**config.mk**
```make
export PLATFORM = sky130hd
export DESIGN_NAME = change_dispenser
export DESIGN_NICKNAME = d
export VERILOG_FILES = /design/src/rtl/change_dispenser.sv
export SDC_FILE = /design/constraint.sdc
export NUM_CORES = 1
export LEC_CHECK = 0
export ABC_AREA = 1
export CAP_MARGIN = 20
export CORE_ASPECT_RATIO = 0.7
export CORE_MARGIN = 3
export CORE_UTILIZATION = 25
export CTS_CLUSTER_SIZE = 12
export DETAILED_ROUTE_END_ITERATION = 12
export SYNTH_ARGS = -nofsm -noshare
export SYNTH_HDL_FRONTEND = slang
export SYNTH_SLANG_ARGS = --single-unit
```
**constraint.sdc**
```tcl
create_clock -name clk -period 2.75 [get_ports clk]
set_input_delay 0.275 -clock clk [delete_from_list [all_inputs] [get_ports clk]]
set_output_delay 0.275 -clock clk [all_outputs]
set_load 0.1 [all_outputs]
```
**src/rtl/change_dispenser.sv**
```systemverilog
// rtl/change_dispenser.sv - greedy change payout controller with three finite coin tubes
module change_dispenser #(
  parameter int WIDTH    = 8,
  parameter int CW       = 4,
  parameter int TUBE_MAX = 15
) (
  input  logic             clk,
  input  logic             reset,
  input  logic             req_valid,
  input  logic [WIDTH-1:0] req_amount,
  output logic             req_ready,
  input  logic             load_valid,
  input  logic [1:0]       load_sel,
  input  logic [CW-1:0]    load_count,
  output logic             coin_valid,
  output logic [1:0]       coin_sel,
  input  logic             coin_ack,
  output logic             done,
  output logic [WIDTH-1:0] short,
  output logic [CW-1:0]    cnt1,
  output logic [CW-1:0]    cnt5,
  output logic [CW-1:0]    cnt10
);

  typedef enum logic [1:0] {IDLE, SELECT, EJECT, DONE} state_t;

  state_t           state, state_nx;
  logic [WIDTH-1:0] remaining;
  logic [WIDTH-1:0] denom;
  logic             pick_valid;
  logic [1:0]       pick_sel;
  logic             ack_take;
  logic [CW-1:0]    cnt1_nx, cnt5_nx, cnt10_nx;

  // Sum is formed one bit wider so a restock past capacity saturates instead of wrapping.
  function automatic logic [CW-1:0] tube_next(input logic [CW-1:0] cur, input logic add_en,
                                              input logic [CW-1:0] amt, input logic sub_en);
    logic [CW:0] sum;
    sum = {1'b0, cur} + (add_en ? {1'b0, amt} : '0) - {{CW{1'b0}}, sub_en};
    if (sum > (CW+1)'(TUBE_MAX)) return CW'(TUBE_MAX);
    return sum[CW-1:0];
  endfunction

  assign req_ready  = (state == IDLE);
  assign coin_valid = (state == EJECT);
  assign done       = (state == DONE);
  assign ack_take   = (state == EJECT) && coin_ack;

  always_comb begin
    denom = '0;
    case (coin_sel)
      2'd0:    denom = WIDTH'(1);
      2'd1:    denom = WIDTH'(5);
      2'd2:    denom = WIDTH'(10);
      default: denom = '0;
    endcase
  end

  always_comb begin
    state_nx   = state;
    pick_valid = 1'b0;
    pick_sel   = 2'd0;
    case (state)
      IDLE:   if (req_valid) state_nx = SELECT;
      SELECT: begin
        if (remaining >= WIDTH'(10) && cnt10 != '0) begin
          pick_valid = 1'b1;
          pick_sel   = 2'd2;
        end else if (remaining >= WIDTH'(5) && cnt5 != '0) begin
          pick_valid = 1'b1;
          pick_sel   = 2'd1;
        end else if (remaining >= WIDTH'(1) && cnt1 != '0) begin
          pick_valid = 1'b1;
          pick_sel   = 2'd0;
        end
        state_nx = pick_valid ? EJECT : DONE;
      end
      EJECT:  if (coin_ack) state_nx = SELECT;
      DONE:   state_nx = IDLE;
      default: state_nx = IDLE;
    endcase
  end

  always_comb begin
    cnt1_nx  = tube_next(cnt1,  load_valid && load_sel == 2'd0, load_count, ack_take && coin_sel == 2'd0);
    cnt5_nx  = tube_next(cnt5,  load_valid && load_sel == 2'd1, load_count, ack_take && coin_sel == 2'd1);
    cnt10_nx = tube_next(cnt10, load_valid && load_sel == 2'd2, load_count, ack_take && coin_sel == 2'd2);
  end

  always_ff @(posedge clk) begin
    if (!reset) begin
      state     <= IDLE;
      remaining <= '0;
      short     <= '0;
      coin_sel  <= 2'd0;
      cnt1      <= '0;
      cnt5      <= '0;
      cnt10     <= '0;
    end else begin
      state <= state_nx;
      if (state == IDLE && req_valid)
        remaining <= req_amount;
      else if (ack_take)
        remaining <= remaining - denom;
      if (pick_valid)
        coin_sel <= pick_sel;
      // short is captured on entry to DONE so it is already valid during the done pulse.
      if (state == SELECT && !pick_valid)
        short <= remaining;
      cnt1  <= cnt1_nx;
      cnt5  <= cnt5_nx;
      cnt10 <= cnt10_nx;
    end
  end

endmodule

```
; ---- After elaboration in Yosys (flattened, before gate mapping)
; Cells that the tools add are included.
[op_classes]
eq_ne = 9
div = 0
n_addsub = 7
muxes = 27
magnitude_cmp = 6
shift = 0
n_mul = 0
reduce_logical = 21
n_bitwise = 0
[op_table]
columns = op, n
row1 = $mux W4, 9
row2 = $mux W8, 2
row3 = $add A4 B4 Y5, 3
row4 = $gt A5 B4 Y1 const B, 3
row5 = $sub A5 B1 Y5, 3
row6 = $logic_and A1 B1 Y1, 12
row7 = $pmux W4 S3, 1
row8 = $reduce_bool A4 Y1, 3
row9 = $mux W1, 10
row10 = $eq A2 B2 Y1 const B, 4
row11 = $ge A8 B1 Y1 const B, 1
row12 = $ge A8 B3 Y1 const B, 1
row13 = $ge A8 B4 Y1 const B, 1
row14 = $mux W2, 4
row15 = $pmux W2 S4, 1
row16 = $sub A8 B8 Y8, 1
row17 = $eq A2 B1 Y1 const B, 3
row18 = $logic_not A2 Y1, 3
row19 = $ne A2 B1 Y1 const B, 1
row20 = $ne A2 B2 Y1 const B, 1
row21 = $reduce_and A2 Y1, 1
row22 = $reduce_bool A2 Y1, 1
row23 = $logic_not A1 Y1, 1
[word_totals]
mem_bits_ro = 0
regBits = 32
latch_bits = 0
input_bits = 19
mem_count = 0
mem_bits_rw = 0
output_inout_bits = 25

; ---- Depth between registers and ports, before layout
[logic_depth]
word_depth = 9
depth_mapped = 15
mapped_depth_nobuf = 15

; ---- Worst setup path before layout
; No wires, ideal clock.
[synth_path]
path_kind = register -> register
start = register state[1]
end = register cnt1[2]
required_ps = 2635
arrival_ps = 3115
path_slack_ps = -480
period_less_slack_ps = 3230
path_stages_with_launch = 16
path_buffers = 0
path_cell_list = dfxtp_1 inv_2 nor2_2 nand2_1 nor3_1 ha_1 inv_1 ha_1 fa_1 nand2_1 inv_1 o21ai_1 nand2_1 xor2_1 o21ai_0 inv_1
[synth_between]
elab_chain_cells = 7
[synth_rtl]
columns = element, line
row1 = start: declaration, 27  ; state_t state, state_nx;
row2 = start signal: assignment, 100  ; state <= state_nx;
row3 = $eq A2 B2 Y1 (*), --
row4 = via coin_valid, 15  ; output logic coin_valid,
row5 = $logic_and A1 B1 Y1 (*), 47  ; assign ack_take = (state == EJECT) && coin_ack;
row6 = $logic_and A1 B1 Y1 (*), 85  ; cnt1_nx = tube_next(cnt1, load_valid && load_sel == 2'd0, load_count, ack_take && coin_sel == 2'd0);
row7 = $sub A5 B1 Y5 (*), 39  ; sum = {1'b0, cur} + (add_en ? {1'b0, amt} : '0) - {{CW{1'b0}}, sub_en};
row8 = $gt A5 B4 Y1, 40  ; if (sum > (CW+1)'(TUBE_MAX)) return CW'(TUBE_MAX);
row9 = $mux W1, 40
row10 = $mux W4 (*), 41  ; return sum[CW-1:0];
row11 = end signal: assignment, 110  ; cnt1 <= cnt1_nx;
row12 = end: declaration, 20  ; output logic [CW-1:0] cnt1,
; Mark *: on every way through the listed nets, which the timed path passes. The rest lies on a longest branch.
; A chain may end at the register's enable or synchronous reset.

; ---- Worst setup path after layout
[layout_path]
start = input port load_sel[1]
end = register cnt1[1]
[layout_between]
elab_chain_cells = 8
[layout_rtl]
columns = element, line
row1 = start: declaration, 13  ; input logic [1:0] load_sel,
row2 = $logic_not A2 Y1 (*), 85
row3 = $logic_and A1 B1 Y1 (*), 85
row4 = $mux W4 (*), 39
row5 = $add A4 B4 Y5 (*), 39
row6 = $sub A5 B1 Y5 (*), 39
row7 = $gt A5 B4 Y1, 40
row8 = $mux W1, 40
row9 = $mux W4 (*), 41
; Every way passes the cells marked *; elsewhere a longest branch is shown, timed or not.

==> flow_metrics.tcl <==
set metrics [dict create \
    run_status "finished, final reports clean" \
    static-leakage-power_nw 1.521 \
    buffers_added_on_ports 43 \
    critical_path.max_stage_delay_ps 440 \
    final-hold-violation-count 0 \
    min_period_ps 2542 \
    layout_worst_path_cycle_share 0.9245 \
    post_synth_inst_count 333 \
    p_total_mw 3.735 \
    design.die.area_mm2 0.01039 \
    clkLatencyLatePin_ps 270 \
    hold_class "flip-flop to flip-flop" \
    synth_fa_ha_area_frac 0.1875 \
    fin_area_mm2 0.003025 \
    fin_tns_setup_ps 0 \
    timing.slew.headroom 0.6577 \
    grt_first_pass_wirelength_um 9604 \
    finalHoldWorstSlack_ps 478.8 \
    regToRegSetupSlack_ps 300 \
    area.growth.synth_to_final_pct 31.77 \
    detailedRoute.firstPassIterationCount 4 \
    yosysSeqAreaShare 0.2790 \
    initial_utilization 0.2643 \
    worst_ep_arrival_time_ps 2700 \
    final_layout_size_suffix_gt1_frac 0.1632 \
    tritoncts.num_buffers 5 \
    first_iter_violations 130 \
    synth_top_family_by_area "simple AND/OR/NAND/NOR gates" \
    fp-row-count 28 \
    place.detailed.hpwl_um 4613 \
    tightest_pin_transition_ps 512.3 \
    cp_cell_sequence "clkdlybuf4s50_1 > nor3_1 > buf_4 > nand2_1 > ha_1 > inv_1 > ha_1 > fa_2 > nand2_1 > inv_1 > o21ai_1 > nand2_1 > xor2_2 > o21ai_0 > inv_1" \
    finalWeightedCongestion 0.8248 \
    post_dp_cell_area_mm2 0.002854 \
    synth.lib_cells_used.distinct 30 \
    timing_max_transition_violations_final 0 \
    powerDensity_mw_per_mm2 1235 \
    final_antenna_net_count 0 \
    die-width_um 120.5 \
    antenna_found_initial 0 \
    startpoint_type "input port" \
    detailed_route_drc_error_count 0 \
    ff2ff_path_depth 14 \
    critPathMaxFanout 4 \
    yosys_warnings 0 \
    route.detailed.vias_per_inst 4.194 \
    num_vias 2122 \
    ys_seq_elements 32 \
    syn_area_mm2 0.002296 \
    critPathRequiredTime_ps 2910 \
    synth-xor-area-share 0.03052 \
    maxClockFrequency_mhz 393.3 \
    wire_per_inst_um 11.17 \
    post_synth_and_or_nand_nor_area_fraction 0.2540 \
    wirelength_um 5651 \
    timing.critical_path.to_type "flip-flop" \
    postCtsHoldBufs 0 \
    worstSetupPathType "input port to flip-flop" \
    mappedNetlistNets 384 \
    max_cap_viol_count 0 \
    synth.area.mux_share 0 \
    depth_of_the_worst_hold_timing_path 2 \
    clk_root_buffer_cell "sky130_fd_sc_hd__clkbuf_16" \
    cts_setup_buffers 0 \
    htree_num_levels 2 \
    grt_max_degree 23 \
    setup_viol_count_final 0 \
    fin_nets 436 \
    pin_count 44 \
    cts.sink_count 32 \
    cts_max_path_buffers 2 \
    via_count_of_the_first_global_routing_pass 2022 \
    design.core.area_mm2 0.008688 \
    synth-compound-area-share 0.1199 \
    globalRoute.totalOverflow 0 \
    family_of_cells_with_the_greatest_summed_delay_on_the_critical_path "adder cells" \
    clk_transition_reported_paths_ps 50 \
    synth_area_per_cell_um2 6.895 \
    die_h_um 86.18 \
    worst_path_max_delay_cell "sky130_fd_sc_hd__clkdlybuf4s50_1" \
    fin_worst_skew_ps 7.362 \
    clock_tree_from_tritoncts "built" \
    layout.core_utilization 0.3482 \
    globalRouteTotalUtil 0.1125 \
    vdd_ir_drop_max_uv 339.0 \
    cp_num_buf_inv 5 \
    worst-path-stages 15 \
    num_antenna_cells 0 \
]
-- logic make-up (layout without fill, tap and decap cells) --
| kind of cell | after synthesis | count (layout) |
|---|---|---|
| and+or+nand+nor | 136 | 136 |
| buffers and inverters | 76 | 129 |
| AOI/OAI and AO/OA | 49 | 49 |
| adders and majority gates | 32 | 32 |
| DFF | 32 | 32 |
| xor gates and xnor gates | 8 | 8 |
-- worst paths after layout --
kind | startpoint | endpoint
worst min register to register | coin_sel[1]$_SDFFE_PN0P_ | coin_sel[1]$_SDFFE_PN0P_
worst max-delay path | load_sel[1] | cnt1[1]$_SDFF_PN0_
worst min-delay path | coin_sel[1]$_SDFFE_PN0P_ | coin_sel[1]$_SDFFE_PN0P_
worst max register to register | coin_sel[1]$_SDFFE_PN0P_ | cnt10[3]$_SDFF_PN0_
-- cells in the final DEF, fill, tap and decap left out, drive strengths merged --
cell | synthesis | final
o21a | 2 | 2
clkbuf | 2 | 8
o21bai | 3 | 3
fa | 4 | 4
ha | 28 | 28
a31oi | 2 | 2
nand3 | 16 | 16
o21ai | 23 | 23
nor2 | 45 | 45
o311ai | 1 | 1
a21oi | 18 | 18
inv | 71 | 71
xor2 | 8 | 8
dfxtp | 32 | 32
nand2 | 70 | 70
nor3 | 4 | 4
or2 | 1 | 1
clkdlybuf4s50 | 0 | 18
buf | 3 | 32
-- sequential cells by signal (all words and copies together) (netlist names) --
name	cells
cnt5	4
cnt10	4
state	2
short	8
coin_sel	2
cnt1	4
remaining	8
-- Yosys cell counts --
cell type                  number  area [um2]
sky130_fd_sc_hd__a31oi_1        2       12.51
sky130_fd_sc_hd__o21ai_1       13       65.06
sky130_fd_sc_hd__nor2_1        41       153.9
sky130_fd_sc_hd__fa_1           4       80.08
sky130_fd_sc_hd__buf_2          1       5.000
sky130_fd_sc_hd__inv_2          5       18.77
sky130_fd_sc_hd__ha_1          28       350.3
sky130_fd_sc_hd__nor2_2         1       6.260
sky130_fd_sc_hd__buf_6          1       11.26
sky130_fd_sc_hd__o21ai_0        8       40.04
sky130_fd_sc_hd__nand3_2        1       10.01
sky130_fd_sc_hd__clkbuf_1       2       7.510
sky130_fd_sc_hd__inv_4          1       6.260
sky130_fd_sc_hd__nand2_4        1       11.26
sky130_fd_sc_hd__buf_1          1       3.750
sky130_fd_sc_hd__nor3_1         4       20.02
sky130_fd_sc_hd__o21a_1         2       15.01
sky130_fd_sc_hd__or2_1          1       6.260
sky130_fd_sc_hd__nand3_1       15       75.07
sky130_fd_sc_hd__o21bai_1       3       22.52
sky130_fd_sc_hd__o21ai_2        2       17.52
sky130_fd_sc_hd__nand2_1       66       247.7
sky130_fd_sc_hd__inv_1         65       244.0
sky130_fd_sc_hd__nand2_2        3       18.77
sky130_fd_sc_hd__a21oi_1       17       85.08
sky130_fd_sc_hd__dfxtp_1       32       640.6
sky130_fd_sc_hd__a21oi_2        1       8.760
sky130_fd_sc_hd__o311ai_0       1       8.760
sky130_fd_sc_hd__nor2_4         3       33.78
sky130_fd_sc_hd__xor2_1         8       70.07
-- where the power goes --
| group | total (mW) | internal, mW | switching [mW] |
|---|---|---|---|
| logic | 2.46 | 0.754 | 1.70 |
| registers | 0.731 | 0.606 | 0.125 |
| clock network | 0.549 | 0.360 | 0.189 |
-- what timing repair did --
action	4_1_cts	5_1_grt
resized for setup	0	6
hold endpoints to repair	0	0
setup endpoints to repair	0	8
-- layout make-up --
cell class                      count  area [um2]
Timing Repair Buffer               50       420.4
Sequential cell                    32       643.1
Tap cell                          120       150.1
Inverter                           71       269.0
Clock buffer                        8       146.4
Multi-Input combinational cell    225        1396
Fill cell                         954        5663
-- per-layer routing --
layer / up-vias / share of wire / wire (um) / global-route usage
met2: 43 / 0.40 / 2254 / 0.1652
met5: - / 0 / 0 / 0
met3: 4 / 0.061 / 342 / 0.03327
li1: 1139 / - / - / -
met1: 936 / 0.53 / 3007 / 0.1624
met4: 0 / 0.0083 / 47 / 0.02572
-- worst min-delay path: stages, from the launching register on --
cell                      delay [ps]
sky130_fd_sc_hd__dfxtp_2         320
sky130_fd_sc_hd__nand2_1          60
sky130_fd_sc_hd__a21oi_1          50
-- stage by stage --
| step | worst slack (ps) | instances |
|---|---|---|
| after detailed placement | -169.1 | 498 |
| final | 207.6 | 506 |
| after global routing | -19.86 | 506 |
| after global placement | -166.1 | 498 |
| after floorplan | 34.79 | 333 |
| after CTS | 101.0 | 506 |
(Power assumes the default switching activity.)
